File: src/rtl/dec_timer_reg_pkg.sv
// Shared types and defaults for the down-counting timer register.
package dec_timer_reg_pkg;

    localparam int DEFAULT_WIDTH = 8;

    typedef enum logic [1:0] {
        IDLE = 2'd0,
        RUN  = 2'd1,
        DONE = 2'd2
    } timer_state_t;

endpackage

File: src/rtl/dec_timer_reg.sv
// Loadable down-counter: manual load/decrement in IDLE, or timed countdown
// with a one-cycle done pulse on expiry and optional automatic reload.
module dec_timer_reg
    import dec_timer_reg_pkg::*;
#(
    parameter int WIDTH       = DEFAULT_WIDTH,
    parameter bit AUTO_RELOAD = 1'b0
) (
    input  logic             clk,
    input  logic             rst,
    input  logic             ld,
    input  logic             dec,
    input  logic             start,
    input  logic             stop,
    input  logic [WIDTH-1:0] in,
    output logic [WIDTH-1:0] out,
    output logic             busy,
    output logic             zero,
    output logic             done
);

    timer_state_t     state_reg, state_next;
    logic [WIDTH-1:0] out_reg, out_next;
    logic [WIDTH-1:0] reload_reg, reload_next;
    logic [WIDTH-1:0] load_val;

    // Value the count takes this cycle if no arithmetic happens: ld wins over hold.
    assign load_val = ld ? in : out_reg;

    always_comb begin
        state_next  = state_reg;
        out_next    = out_reg;
        reload_next = reload_reg;

        if (stop) begin
            state_next = IDLE;
            out_next   = load_val;
        end else begin
            case (state_reg)
                IDLE: begin
                    if (start) begin
                        out_next    = load_val;
                        reload_next = load_val;
                        state_next  = (load_val != '0) ? RUN : DONE;
                    end else if (ld) begin
                        out_next = in;
                    end else if (dec) begin
                        out_next = out_reg - WIDTH'(1);
                    end
                end
                RUN: begin
                    if (ld) begin
                        out_next = in;
                    end else if (out_reg <= WIDTH'(1)) begin
                        // Expiry: clamp at zero so the count never wraps while running.
                        out_next   = '0;
                        state_next = DONE;
                    end else begin
                        out_next = out_reg - WIDTH'(1);
                    end
                end
                DONE: begin
                    if (AUTO_RELOAD) begin
                        out_next   = ld ? in : reload_reg;
                        state_next = (out_next != '0) ? RUN : DONE;
                    end else begin
                        out_next   = load_val;
                        state_next = IDLE;
                    end
                end
                default: begin
                    state_next = IDLE;
                end
            endcase
        end
    end

    always_ff @(posedge clk) begin
        if (rst) begin
            state_reg  <= IDLE;
            out_reg    <= '0;
            reload_reg <= '0;
        end else begin
            state_reg  <= state_next;
            out_reg    <= out_next;
            reload_reg <= reload_next;
        end
    end

    assign out  = out_reg;
    assign busy = (state_reg != IDLE);
    assign done = (state_reg == DONE);
    assign zero = (out_reg == '0);

endmodule

File: config.mk
export PLATFORM = sky130hd
export DESIGN_NAME = dec_timer_reg
export DESIGN_NICKNAME = d
export VERILOG_FILES = /design/src/rtl/dec_timer_reg_pkg.sv /design/src/rtl/dec_timer_reg.sv
export SDC_FILE = /design/constraint.sdc
export NUM_CORES = 1
export LEC_CHECK = 0
export ABC_CLOCK_PERIOD_IN_PS = 2900
export CORE_ASPECT_RATIO = 1.25
export CORE_MARGIN = 2
export CORE_UTILIZATION = 48
export DETAILED_ROUTE_END_ITERATION = 8
export GPL_TIMING_DRIVEN = 0
export PLACE_DENSITY = 0.86
export SYNTH_ARGS = -nofsm -noshare
export SYNTH_HDL_FRONTEND = slang
export SYNTH_SLANG_ARGS = --single-unit
File: constraint.sdc
create_clock -name clk -period 2.9 [get_ports clk]
set_clock_uncertainty 0.1 [all_clocks]
set_input_delay 0.58 -clock clk [delete_from_list [all_inputs] [get_ports clk]]
set_output_delay 0.58 -clock clk [all_outputs]
set_load 0.01 [all_outputs]
* Word-level counts from Yosys, hierarchy flattened
Index checks and enable logic that the tools add are counted.
** Storage, ports and cells
- Latch bits :: 0
- Memories kept :: 0
- ROM bits :: 0
- Register bits after elaboration :: 10
- Input port bits :: 14
- Memory bits (writable) :: 0
- Output and inout port bits :: 11
** Operators by class
- Multipliers :: 0
- Muxes and demuxes :: 13
- Equal/unequal tests :: 6
- Div/mod/pow operators :: 0
- Bitwise logic cells :: 0
- Add/subtract/negate cells :: 1
- Magnitude comparators :: 1
- Shift operators :: 0
- Reductions and logical operators :: 8
** Operator list (number)
- 8-bit 2-to-1 mux :: 7
- 8-bit case mux with 3 select lines :: 1
- 8-bit by 1-bit <= comparator with 1-bit output, second input constant :: 1
- 8-bit zero test :: 1
- 2-bit 2-to-1 mux :: 4
- 8-bit nonzero test :: 1
- 8-bit by 1-bit subtractor with 8-bit output, second input constant :: 1
- 2-bit != test, second input constant :: 3
- 5-bit != test, second input constant :: 1
- 2-bit case mux with 2 select lines :: 1
- 4-bit nonzero test :: 1
- 3-bit AND reduction :: 1
- 2-bit by 1-bit == test with 1-bit output, second input constant :: 1
- 2-bit == test, second input constant :: 1
- 2-bit zero test :: 1
- 2-bit AND reduction :: 1
- 2-bit nonzero test :: 1
- 2-bit OR reduction :: 1

* Depth between registers and ports, before layout
Gate-level depths: netlist of run 1.
- Depth in word-level cells :: 6
- Depth in mapped cells :: 8
- Depth with buffers taken out :: 7

* Worst setup path before layout of run 1
OpenSTA, ideal clock, no wires.
- Path type :: register to register
- Start :: register out_reg[0], in the netlist out[0]
- End :: register out_reg[5], in the netlist out[5]
- Stages on the path, launching flop included :: 9
- Arrival :: 2.065 ns
- Path slack :: 0.640 ns
- Buffers on the path :: 1
- Path through :: dfxtp_1 > clkbuf_1 > inv_1 > ha_1 > o21bai_1 > nor2_1 > a211oi_1 > o211ai_1 > a221oi_1
** Between the ends
- Word-level cells in the longest chain between the ends :: 6
** RTL lines
- start, declared :: line dec_timer_reg.sv:23 : logic [WIDTH-1:0] out_reg, out_next;
- start signal, assigned :: line dec_timer_reg.sv:85 : out_reg <= out_next;
- 8-bit by 1-bit subtractor with 8-bit output :: line dec_timer_reg.sv:48, dec_timer_reg.sv:59
- 8-bit 2-to-1 mux :: line dec_timer_reg.sv:47 : end else if (dec) begin
- 8-bit 2-to-1 mux :: line dec_timer_reg.sv:45 : end else if (ld) begin
- 8-bit 2-to-1 mux :: line dec_timer_reg.sv:41 : if (start) begin
- 8-bit case mux with 3 select lines (*) :: line dec_timer_reg.sv:39 : case (state_reg)
- 8-bit 2-to-1 mux (*) :: line dec_timer_reg.sv:35 : if (stop) begin
Mark *: on every way between the ends. The rest lies on a longest branch, timed or not. The select of a mux whose other input is x is not followed.
A chain may end at the register's enable or synchronous reset.

* Worst setup path after layout of run 1
- Start :: register out_reg[3], in the netlist out[3]
- End :: output zero
** Between the ends
- Word-level cells in the longest chain between the ends :: 1
** RTL lines
- 8-bit zero test :: line dec_timer_reg.sv:93 : assign zero = (out_reg == '0);
- end, declared :: line dec_timer_reg.sv:18 : output logic zero,
No other way between the ends.

==> metrics.md, run 1 <==
| Metric | Value |
|---|---|
| Master of the slowest instance on the critical path | sky130_fd_sc_hd__or4_4 |
| Global routing usage summed across all routing layers | 0.250 |
| I/O pin total | 25 |
| Largest net degree at the start of global routing | 11 |
| Endpoint of the worst hold-timing path | state_reg[1] |
| DIE AREA | 2430 µm² |
| Worst hold path stage count | 2 |
| Post-layout min period | approximately 2800 ps |
| Antenna cells | 0 |
| Final max-slew violation count | 0 |
| HPWL after detailed placement | 2.07 mm |
| Max Cap Viol | 0 |
| Clock Path Buffers | 2 |
| Number of synthesized flops with an enable pin | 0 |
| Fmax achieved | 353 MHz |
| Maximum fanout along the worst path | 6 |
| Cell area after placement | 1240 µm² |
| Critical Path AT | 2150 ps |
| Clock sinks | 10 |
| Number of rows created at floorplan | 18 |
| Most common library cell in the layout ignoring fill and taps | sky130_fd_sc_hd__clkdlybuf4s50_1 |
| FFs w/ async S/R, synth | 0 |
| Die Wd | 44.5 µm |
| Synth-to-Final Area Change | 30.8% |
| Height of the chip | roughly 55 µm |
| Primary flip-flop cell chosen by synthesis mapping | sky130_fd_sc_hd__dfxtp_1 |
| Depth of the CTS H-tree | 1 |
| Synthesized area per cell | 7.44 µm² |
| Yosys warns | 0 |
| Via count of the first global-routing pass | 1061 |
| Power Total | 605 µW |
| Final Util | 0.656 |
| Critical path endpoint category | output pin |
| Startpoint of the lowest-slack register-to-register path | out[0] |
| Total power per unit cell area | 471 nW/µm² |
| Critical path data required time | 2220 ps |
| Drc violations | 0 |
| Max-slew headroom | 0.643 |
| Count of port buffers added during placement | 23 |
| Remaining global-route overflow | 0 |
| Initial core utilization | 0.501 |
| Worst hold margin | approximately 450 ps |
| Starting DRT DRC Count | 60 |
| Leak | 0.000461 µW |
| Fin. Hold Viols | 0 |
| TritonCTS clock tree | built |
| First-pass GRT wire length | 4.40 mm |
| Endpoint of the most critical register-to-register path | out[4] |
| Setup repair bufs after CTS | 0 |
| Finished layout cell area | between 1000 and 1500 µm² |
| CTS root buf | sky130_fd_sc_hd__clkbuf_4 |
| Gate Count Post-Synth | 132 |
| Antenna violations before repair | 0 |
| Slowest stage delay, CP | 610 ps |
| First-pass detailed-route iteration total | 4 |
| Number of flip-flops under the largest register name | 8 |
| Post-CTS Hold Fix Bufs | 0 |
| GP Congestion | 0.962 |
| Wire length reported by the detailed router | 2.78 mm |
| Actual slew at the worst max-slew pin | 536 ps |
| Avg Vias per Cell | 6.28 |
| IR drop worst, VDD | about 340 µV |
| Category of the most critical setup path | register to output pin |
| Period Utilization, post-route | 0.977 |
| Internal reg-to-reg setup slack | 320 ps |
| Worst hold path startpoint | state_reg[1] |
| Clock slew at the register clock pins of the worst setup and hold paths | roughly 70 ps |
| Clock Latency Late Sink | approximately 280 ps |
| Final-report setup violation count | 0 |
| Hold WC Path Type | register to register |
| Layout cell share with drive strength beyond 1 | 0.0755 |
| Filler cell count | about 170 |
| Startpoint Class | register |
| Number of cells on the worst reg-to-reg path | 8 |
| Leading cell types in the layout, fill and taps excluded | sky130_fd_sc_hd__clkdlybuf4s50_1, sky130_fd_sc_hd__inv_1, sky130_fd_sc_hd__nand2_1 |
| Resized Gates After CTS | 0 |
| Outcome | completed |
| Post-detailed-route count of antenna-violating nets | 0 |
| Number of distinct library cell variants in the gate-level netlist after synthesis | 36 |
| Layout Nets | 180 |
| Final-layout setup total negative slack | 0 ps |
| Mapped Area | 982 µm² |
| Clock buffers created by TritonCTS | 3 |
| Number of synthesized register bits | 10 |
| Number of nets in the synthesized netlist | approximately 150 |
| Average detailed-routed wire length per instance | approximately 16 µm |
| Cell chain of the critical path | or4_4 > nor3_4 > and2_1 > clkdlybuf4s50_1 |
| Sequential-to-total area share from yosys stat | 0.204 |
| Core Footprint | between 1500 and 2000 µm² |
| Vias after detailed routing | 1125 |
## worst max-delay path by stage
stage                 from      to  slack, ps  depth (start not counted)
floorplan           out[0]  out[5]        640                          8
detailed placement      ld  out[2]        170                          6
CTS                 out[3]    zero         70                          4
global placement    out[0]  out[4]        190                          8
finish              out[3]    zero         70                          4
global route        out[3]    zero         -3                          4
## critical path: cells and delay by family, from the launching register on
kind / cells / cell delay (ps)
and+or+nand+nor: 3 / 980
buffers and inverters: 1 / 520
DFF: 1 / 370
## Yosys cell counts (3+ instances only)
cell	count	area share
sky130_fd_sc_hd__inv_1	13	0.050
sky130_fd_sc_hd__a2111oi_0	3	0.027
sky130_fd_sc_hd__nand3_1	3	0.015
sky130_fd_sc_hd__o211ai_1	5	0.038
sky130_fd_sc_hd__nor2_1	9	0.034
sky130_fd_sc_hd__o21ai_0	7	0.036
sky130_fd_sc_hd__a211oi_1	5	0.038
sky130_fd_sc_hd__nand2b_1	6	0.038
sky130_fd_sc_hd__nor3_1	7	0.036
sky130_fd_sc_hd__a221oi_1	5	0.045
sky130_fd_sc_hd__nand2_1	12	0.046
sky130_fd_sc_hd__clkbuf_1	7	0.027
sky130_fd_sc_hd__dfxtp_1	10	0.20
sky130_fd_sc_hd__a21oi_1	7	0.036
sky130_fd_sc_hd__xnor2_1	5	0.045
sky130_fd_sc_hd__ha_1	6	0.076
## report_power, final
group	leakage [µW]	switching [µW]	internal, µW
Sequential	0.0000825	25.8	154
Combinational	0.000358	150	144
Clock	0.0000210	54.5	76.5
## cell type report
class                   instances  area, µm²  area share
flip-flops and latches         10        200       0.156
repair buffers                 23        230       0.179
clock buffers                   4       36.3      0.0282
inverters                      13       48.8      0.0380
multi-input cells             102        718       0.559
plain buffers                   7       26.3      0.0204
well taps                      20       25.0      0.0195
## cells by family after synthesis
group	synth area share
compound gates	0.330
fa+ha+maj	0.0764
mux	0.0204
flops	0.204
buf+inv	0.0764
simple gates	0.248
xor+xnor	0.0446
## stage by stage
step | cells | setup WS (ps)
3_3_place_gp | 175 | 192
4_1_cts | 179 | 66.1
5_1_grt | 179 | -2.89
3_5_place_dp | 175 | 172
2_1_floorplan | 132 | 640
6_report | 179 | 67.3
## routing by layer
metal	global-route usage	part of all wire	vias to the layer above
met1	0.295	0.41	509
met4	0.157	0.032	0
met2	0.418	0.49	63
met5	0	0	-
met3	0.0396	0.067	11
li1	-	-	542
No activity file was read; power rests on OpenSTA's default activity.
==> run 2, diff against run 1 <==
--- a/config.mk
+++ b/config.mk
@@ -5,10 +5,11 @@
 export SDC_FILE = /design/constraint.sdc
 export NUM_CORES = 1
 export LEC_CHECK = 0
+export ABC_AREA = 1
 export ABC_CLOCK_PERIOD_IN_PS = 2900
 export CORE_ASPECT_RATIO = 1.25
 export CORE_MARGIN = 2
-export CORE_UTILIZATION = 48
+export CORE_UTILIZATION = 49
 export DETAILED_ROUTE_END_ITERATION = 8
 export GPL_TIMING_DRIVEN = 0
 export PLACE_DENSITY = 0.86
==> run 2 against run 1 <==
  * Largest cell class unchanged
  * Via count is 6.2% higher
  * Register-to-register slack gained 800 ps
  * Critical endpoint unchanged
  * Critical path type unchanged
  * Synthesized area rose by 3.7%
==> metrics.md, run 2 <==
| Metric | Value |
|---|---|
| Layout cell share with drive strength beyond 1 | 0.0846 |
| RSZ-0062 raised after global routing | false |
| Antenna cells | 0 |
| Share of synthesized cell area in full adder, half adder and majority cells | 0.0737 |
| Setup ws final | around 610 ps |
| Final max-slew violation count | 0 |
| IR drop worst, VDD | slightly below 400 µV |
| Resized Gates After CTS | 0 |
| DIE AREA | 2460 µm² |
| Simple-gate share of the synthesized area | 0.378 |
| Largest net degree at the start of global routing | 11 |
| Most common library cell in the layout ignoring fill and taps | sky130_fd_sc_hd__nand2_1 |
| Setup repair bufs after CTS | 0 |
| Gate Count Post-Synth | 173 |
| Startpoint Class | register |
| Leak | approximately 0.00061 µW |
| Number of synthesized flops with an enable pin | 0 |
| Depth of the CTS H-tree | 1 |
| Final-report setup violation count | 0 |
| Mapped Area | a little over 1000 µm² |
| Vias after detailed routing | 1195 |
| Period Utilization, post-route | 0.790 |
| Finished layout cell area | approximately 1300 µm² |
| Endpoint of the most critical register-to-register path | out[5] |
| Worst hold path startpoint | state_reg[0] |
| Number of synthesized register bits | 10 |
| Main combinational cell family by area after synthesis | simple AND/OR/NAND/NOR gates |
| Clock Latency Late Sink | 250 ps |
| Number of placed instances, taps included | 217 |
| Fin. Hold Viols | 0 |
| Finished Layout Cells | 221 |
| Most common cell in the netlist | sky130_fd_sc_hd__nand2_1 |
| Post-CTS Hold Fix Bufs | 0 |
| Clock sinks | 10 |
| Critical path launch point | out[5] |
| FFs w/ async S/R, synth | 0 |
| Number of flip-flops under the largest register name | 8 |
| Post-layout min period | 2290 ps |
| Remaining global-route overflow | 0 |
| Synth-to-Final Area Change | 29.6% |
| Wire length reported by the detailed router | approximately 2.6 mm |
| Area fraction of the dominant cell type after synthesis | 0.197 |
| Internal reg-to-reg setup slack | ~1100 ps |
| Hold WC Path Type | register to register |
| Total power per unit cell area | 447 nW/µm² |
| Filler cell count | roughly 210 |
| Via count of the first global-routing pass | about 1.1k |
| HPWL after detailed placement | 2.25 mm |
| First-pass GRT wire length | between 4 and 5 mm |
| CTS root buf | sky130_fd_sc_hd__clkbuf_4 |
| Fmax achieved | 436 MHz |
| Number of nets in the synthesized netlist | 193 |
| Max Cap Viol | 0 |
| Core Footprint | ~2000 µm² |
| Startpoint of the lowest-slack register-to-register path | out[0] |
| Starting DRT DRC Count | 21 |
| Portion of netlist area occupied by mux cells | 0 |
| Clock buffers created by TritonCTS | 3 |
| Number of distinct library cell variants in the gate-level netlist after synthesis | 27 |
| Global routing usage summed across all routing layers | 0.252 |
| Critical path endpoint category | output pin |
| Share of the synthesized netlist area taken by xor and xnor gates | 0.00860 |
| Average detailed-routed wire length per instance | between 10 and 15 µm |
| Layout Nets | between 200 and 250 |
| Outcome | completed |
| Leading cell types in the layout, fill and taps excluded | sky130_fd_sc_hd__nand2_1, sky130_fd_sc_hd__clkdlybuf4s50_1, sky130_fd_sc_hd__inv_1 |
| TritonCTS clock tree | built |
| Clock slew at the register clock pins of the worst setup and hold paths | 60 ps |
| Count of port buffers added during placement | 24 |
| Complex-gate fraction of the synthesized area | 0.235 |
| Placement Setup Slack | 675 ps |
| I/O pin total | 25 |
| Initial core utilization | 0.520 |
| Post-detailed-route count of antenna-violating nets | 0 |
| Drc violations | 0 |
| Final-layout setup total negative slack | 0 ps |
| Yosys warns | 0 |
| Dominant cell type by area after synthesis | sky130_fd_sc_hd__dfxtp_1 |
| Number of cells on the worst reg-to-reg path | 9 |
| Final Util | 0.674 |
| Number of rows created at floorplan | 18 |
| Synthesized area per cell | 5.89 µm² |
| Die Wd | 44.8 µm |
| Endpoint of the worst hold-timing path | state_reg[0] |
| Primary flip-flop cell chosen by synthesis mapping | sky130_fd_sc_hd__dfxtp_1 |
| Critical Path AT | 1610 ps |
| Category of the most critical setup path | register to output pin |
| Worst hold path stage count | 2 |
| Leading post-synthesis cells by cell area | sky130_fd_sc_hd__dfxtp_1, sky130_fd_sc_hd__nand2_1, sky130_fd_sc_hd__nand3_1, sky130_fd_sc_hd__a21oi_1, sky130_fd_sc_hd__inv_1 |
| Height of the chip | 55.0 µm |
| Actual slew at the worst max-slew pin | roughly 310 ps |
| Max-slew headroom | 0.796 |
| Critical path data required time | 2220 ps |
| Synth top cells by count | sky130_fd_sc_hd__nand2_1, sky130_fd_sc_hd__inv_1, sky130_fd_sc_hd__nand3_1, sky130_fd_sc_hd__nor2_1, sky130_fd_sc_hd__a21oi_1 |
| Antenna violations before repair | 0 |
| Avg Vias per Cell | approximately 5.4 |
| Sequential-to-total area share from yosys stat | 0.197 |
| GP Congestion | a little over 0.9 |
| Clock Path Buffers | 2 |
| First-pass detailed-route iteration total | 4 |
| Cell area after placement | 1280 µm² |
| Maximum fanout along the worst path | 4 |
## run 2: routing by layer
layer / vias up / share of wire / GRT usage / wire length [µm]
met2: 33 / 0.51 / 0.430 / 1350
met1: 530 / 0.43 / 0.303 / 1150
met4: 0 / 0.0053 / 0.127 / 14
met5: - / 0 / 0 / 0
li1: 630 / - / - / -
met3: 2 / 0.049 / 0.0422 / 130
## run 2: area by class of cell
type,instances,area (µm²),share of cell area
tap,20,25.0,0.0190
buffer,2,18.8,0.0142
inverter,24,91.3,0.0692
clock buffer,4,36.3,0.0275
timing repair buffer,24,240,0.182
multi-input combinational,137,708,0.536
sequential,10,200,0.152
## run 2: critical path, cell delays in order, from the launching register on
cell                              delay (ps)
sky130_fd_sc_hd__dfxtp_1                 320
sky130_fd_sc_hd__inv_1                   110
sky130_fd_sc_hd__nand2_1                 100
sky130_fd_sc_hd__nor2_2                  150
sky130_fd_sc_hd__nand2_1                  60
sky130_fd_sc_hd__nor2_1                   80
sky130_fd_sc_hd__clkdlybuf4s50_1         530
## run 2: how the worst max path moves through the flow
stage,cells past startpoint,endpoint
after floorplan,9,out[5]
after global placement,8,state_reg[0]
after detailed placement,8,state_reg[0]
after CTS,6,zero
after global routing,6,zero
final,6,zero
## run 2: per-stage QoR
| step | total power (µW) | hold WS (ps) |
|---|---|---|
| floorplan | 369 | 373 |
| global placement | 464 | 384 |
| detailed placement | 475 | 408 |
| CTS | 594 | 418 |
| global route | 642 | 432 |
| finish | 591 | 410 |
## run 2: power by group
group          total, µW  switching (µW)  internal (µW)
registers            173            18.2            154
clock network        115            39.1           75.8
logic                303             173            130
total                591             231            360
## run 2: logic make-up after synthesis
group                    Yosys count
AO/OA/AOI/OAI                     41
XOR/XNOR                           1
adder cells (fa/ha/maj)            6
buffers and inverters             26
flip-flops                        10
AND/OR/NAND/NOR                   89
==> run 3, diff against run 2 <==
--- a/config.mk
+++ b/config.mk
@@ -6,13 +6,13 @@
 export NUM_CORES = 1
 export LEC_CHECK = 0
 export ABC_AREA = 1
-export ABC_CLOCK_PERIOD_IN_PS = 2900
+export ABC_CLOCK_PERIOD_IN_PS = 2100
 export CORE_ASPECT_RATIO = 1.25
 export CORE_MARGIN = 2
-export CORE_UTILIZATION = 49
+export CORE_UTILIZATION = 44
 export DETAILED_ROUTE_END_ITERATION = 8
 export GPL_TIMING_DRIVEN = 0
-export PLACE_DENSITY = 0.86
+export PLACE_DENSITY = 0.82
 export SYNTH_ARGS = -nofsm -noshare
 export SYNTH_HDL_FRONTEND = slang
 export SYNTH_SLANG_ARGS = --single-unit
==> constraint.sdc (replaced) <==
create_clock -name clk -period 2.1 [get_ports clk]
set_clock_uncertainty 0.1 [all_clocks]
set_input_delay 0.42 -clock clk [delete_from_list [all_inputs] [get_ports clk]]
set_output_delay 0.42 -clock clk [all_outputs]
set_load 0.01 [all_outputs]
==> run 3 against run 2 <==
  * Die area grew 10%
  * Combinational power grew 35%
  * Critical path depth is 3 lower
  * Cell count increased by 5.0%
  * Critical path type unchanged
==> metrics.md, run 3 (same netlist as run 2, synthesis figures left out) <==
| Metric | Value |
|---|---|
| Via count of the first global-routing pass | 1064 |
| Layout cell share with drive strength beyond 1 | 0.0846 |
| Antenna violations before repair | 0 |
| Final max-slew violation count | 0 |
| Category of the most critical setup path | register to output pin |
| Worst hold margin | between 400 and 500 ps |
| Initial core utilization | 0.466 |
| Largest net degree at the start of global routing | 11 |
| Master of the slowest instance on the critical path | sky130_fd_sc_hd__clkdlybuf4s50_1 |
| Number of buffer and inverter stages on the critical path | 2 |
| Power Total | 809 µW |
| Sequential cell fraction of total power | 0.295 |
| Actual slew at the worst max-slew pin | between 300 and 400 ps |
| Critical Path AT | 1430 ps |
| Vias after detailed routing | 1188 |
| Clock Path Buffers | 2 |
| Max-slew headroom | 0.794 |
| Avg Vias per Cell | 5.12 |
| Slowest stage delay, CP | between 500 and 600 ps |
| Final-layout setup total negative slack | 0 ps |
| Net switching power figure | 316 µW |
| Antenna cells | 0 |
| First-pass detailed-route iteration total | 5 |
| Die Wd | 47.0 µm |
| Pint | 492 µW |
| Period Utilization, post-route | 0.930 |
| Cell area after placement | 1300 µm² |
| Worst hold path startpoint | state_reg[0] |
| Clock slew at the register clock pins of the worst setup and hold paths | 60 ps |
| TritonCTS clock tree | built |
| Startpoint Class | register |
| Proportion of power drawn by the clock network | 0.201 |
| Maximum fanout along the worst path | 3 |
| HPWL after detailed placement | 2.09 mm |
| Layout Nets | 222 |
| Cell chain of the critical path | inv_1 > ha_1 > clkdlybuf4s50_1 |
| Post-detailed-route count of antenna-violating nets | 0 |
| Max Cap Viol | 0 |
| Depth of the CTS H-tree | 1 |
| Final-report setup violation count | 0 |
| Core Footprint | 2190 µm² |
| Finished Layout Cells | approximately 230 |
| Count of port buffers added during placement | 24 |
| Critical path data required time | 1580 ps |
| Leading cell types in the layout, fill and taps excluded | sky130_fd_sc_hd__nand2_1, sky130_fd_sc_hd__clkdlybuf4s50_1, sky130_fd_sc_hd__inv_1 |
| Worst hold path stage count | 2 |
| Global routing usage summed across all routing layers | 0.216 |
| Average detailed-routed wire length per instance | around 11 µm |
| Leak | about 0.00063 µW |
| Critical path endpoint category | output pin |
| Number of cells on the worst reg-to-reg path | 9 |
| DIE AREA | approximately 2700 µm² |
| Wire length reported by the detailed router | 2.55 mm |
| Drc violations | 0 |
| RSZ-0062 raised after global routing | false |
| Height of the chip | 57.8 µm |
| Family with the most delay on the worst path | buffers and inverters |
| Fin. Hold Viols | 0 |
| Number of rows created at floorplan | 19 |
| Endpoint of the worst hold-timing path | state_reg[0] |
| Internal reg-to-reg setup slack | 360 ps |
| Clock Latency Late Sink | 250 ps |
| First-pass GRT wire length | 4.44 mm |
| Finished layout cell area | 1340 µm² |
| Startpoint of the lowest-slack register-to-register path | out[0] |
| IR drop worst, VDD | 410 µV |
| Post-CTS Hold Fix Bufs | 0 |
| Clock buffers created by TritonCTS | 3 |
| Endpoint of the most critical register-to-register path | out[1] |
| Synth-to-Final Area Change | 31.1% |
| Clock sinks | 10 |
| I/O pin total | 25 |
| Number of placed instances, taps included | 228 |
| Most common library cell in the layout ignoring fill and taps | sky130_fd_sc_hd__nand2_1 |
| Hold WC Path Type | register to register |
| Post-layout min period | 1950 ps |
| Total power per unit cell area | 606 nW/µm² |
| Starting DRT DRC Count | 30 |
| Combinational fraction of design power | 0.504 |
| Remaining global-route overflow | 0 |
| Fmax achieved | roughly 510 MHz |
| GP Congestion | 0.843 |
| Number of flip-flops under the largest register name | 8 |
| Switching share of total power | 0.391 |
| CTS root buf | sky130_fd_sc_hd__clkbuf_4 |
| Outcome | completed |
## run 3: changes by cell type in the layout (fill, tap and decap cells not counted), sizes merged
| cell | delta |
|---|---|
| dlymetal6s2s | +1 |
| clkdlybuf4s50 | -2 |
| dlygate4sd2 | +1 |
## run 3: stage by stage
stage,util,setup slack [ps]
floorplan,-,572
finish,0.610,148
detailed placement,0.593,72.2
global placement,0.593,61.0
CTS,0.609,31.7
global route,0.610,80.4
## run 3: worst min-delay path, delay by kind of cell (launching register included)
family,cells,cell delay (ps)
AO/OA/AOI/OAI,1,50
flip-flops,1,320
AND/OR/NAND/NOR,1,80
## run 3: power by group through the flow
stage / Combinational [µW] / Clock, µW / Sequential (µW)
floorplan: 265 / 0 / 245
global placement: 402 / 0 / 240
detailed placement: 409 / 0 / 241
CTS: 407 / 174 / 237
global route: 461 / 183 / 240
finish: 408 / 162 / 239
## run 3: final cells by class
class | count | area [µm²]
Multi-Input combinational cell | 137 | 708
Buffer | 2 | 18.8
Clock buffer | 4 | 36.3
Tap cell | 31 | 38.8
Inverter | 24 | 91.3
Sequential cell | 10 | 200
Fill cell | 216 | 852
Timing Repair Buffer | 24 | 241
## run 3: how the worst max path moves through the flow
stage,start,end,slack [ps],cells after the start
floorplan,out[0],out[5],570,9
global placement,ld,state_reg[0],60,9
detailed placement,ld,state_reg[1],70,10
CTS,state_reg[0],busy,30,4
global route,state_reg[0],done,80,3
finish,state_reg[0],done,150,3
## run 3: what timing repair did
item / CTS / global route
setup endpoints to repair: 1 / 1
gates resized for setup: 1 / 1
cloned: 0 / 0
setup buffers: 0 / 0
## run 3: routing by layer
| metal | part of all wire | GRT usage | vias up |
|---|---|---|---|
| met4 | 0.0063 | 0.107 | 0 |
| met1 | 0.45 | 0.302 | 525 |
| met2 | 0.50 | 0.329 | 35 |
| met5 | 0 | 0 | - |
| li1 | - | - | 626 |
| met3 | 0.042 | 0.0125 | 2 |
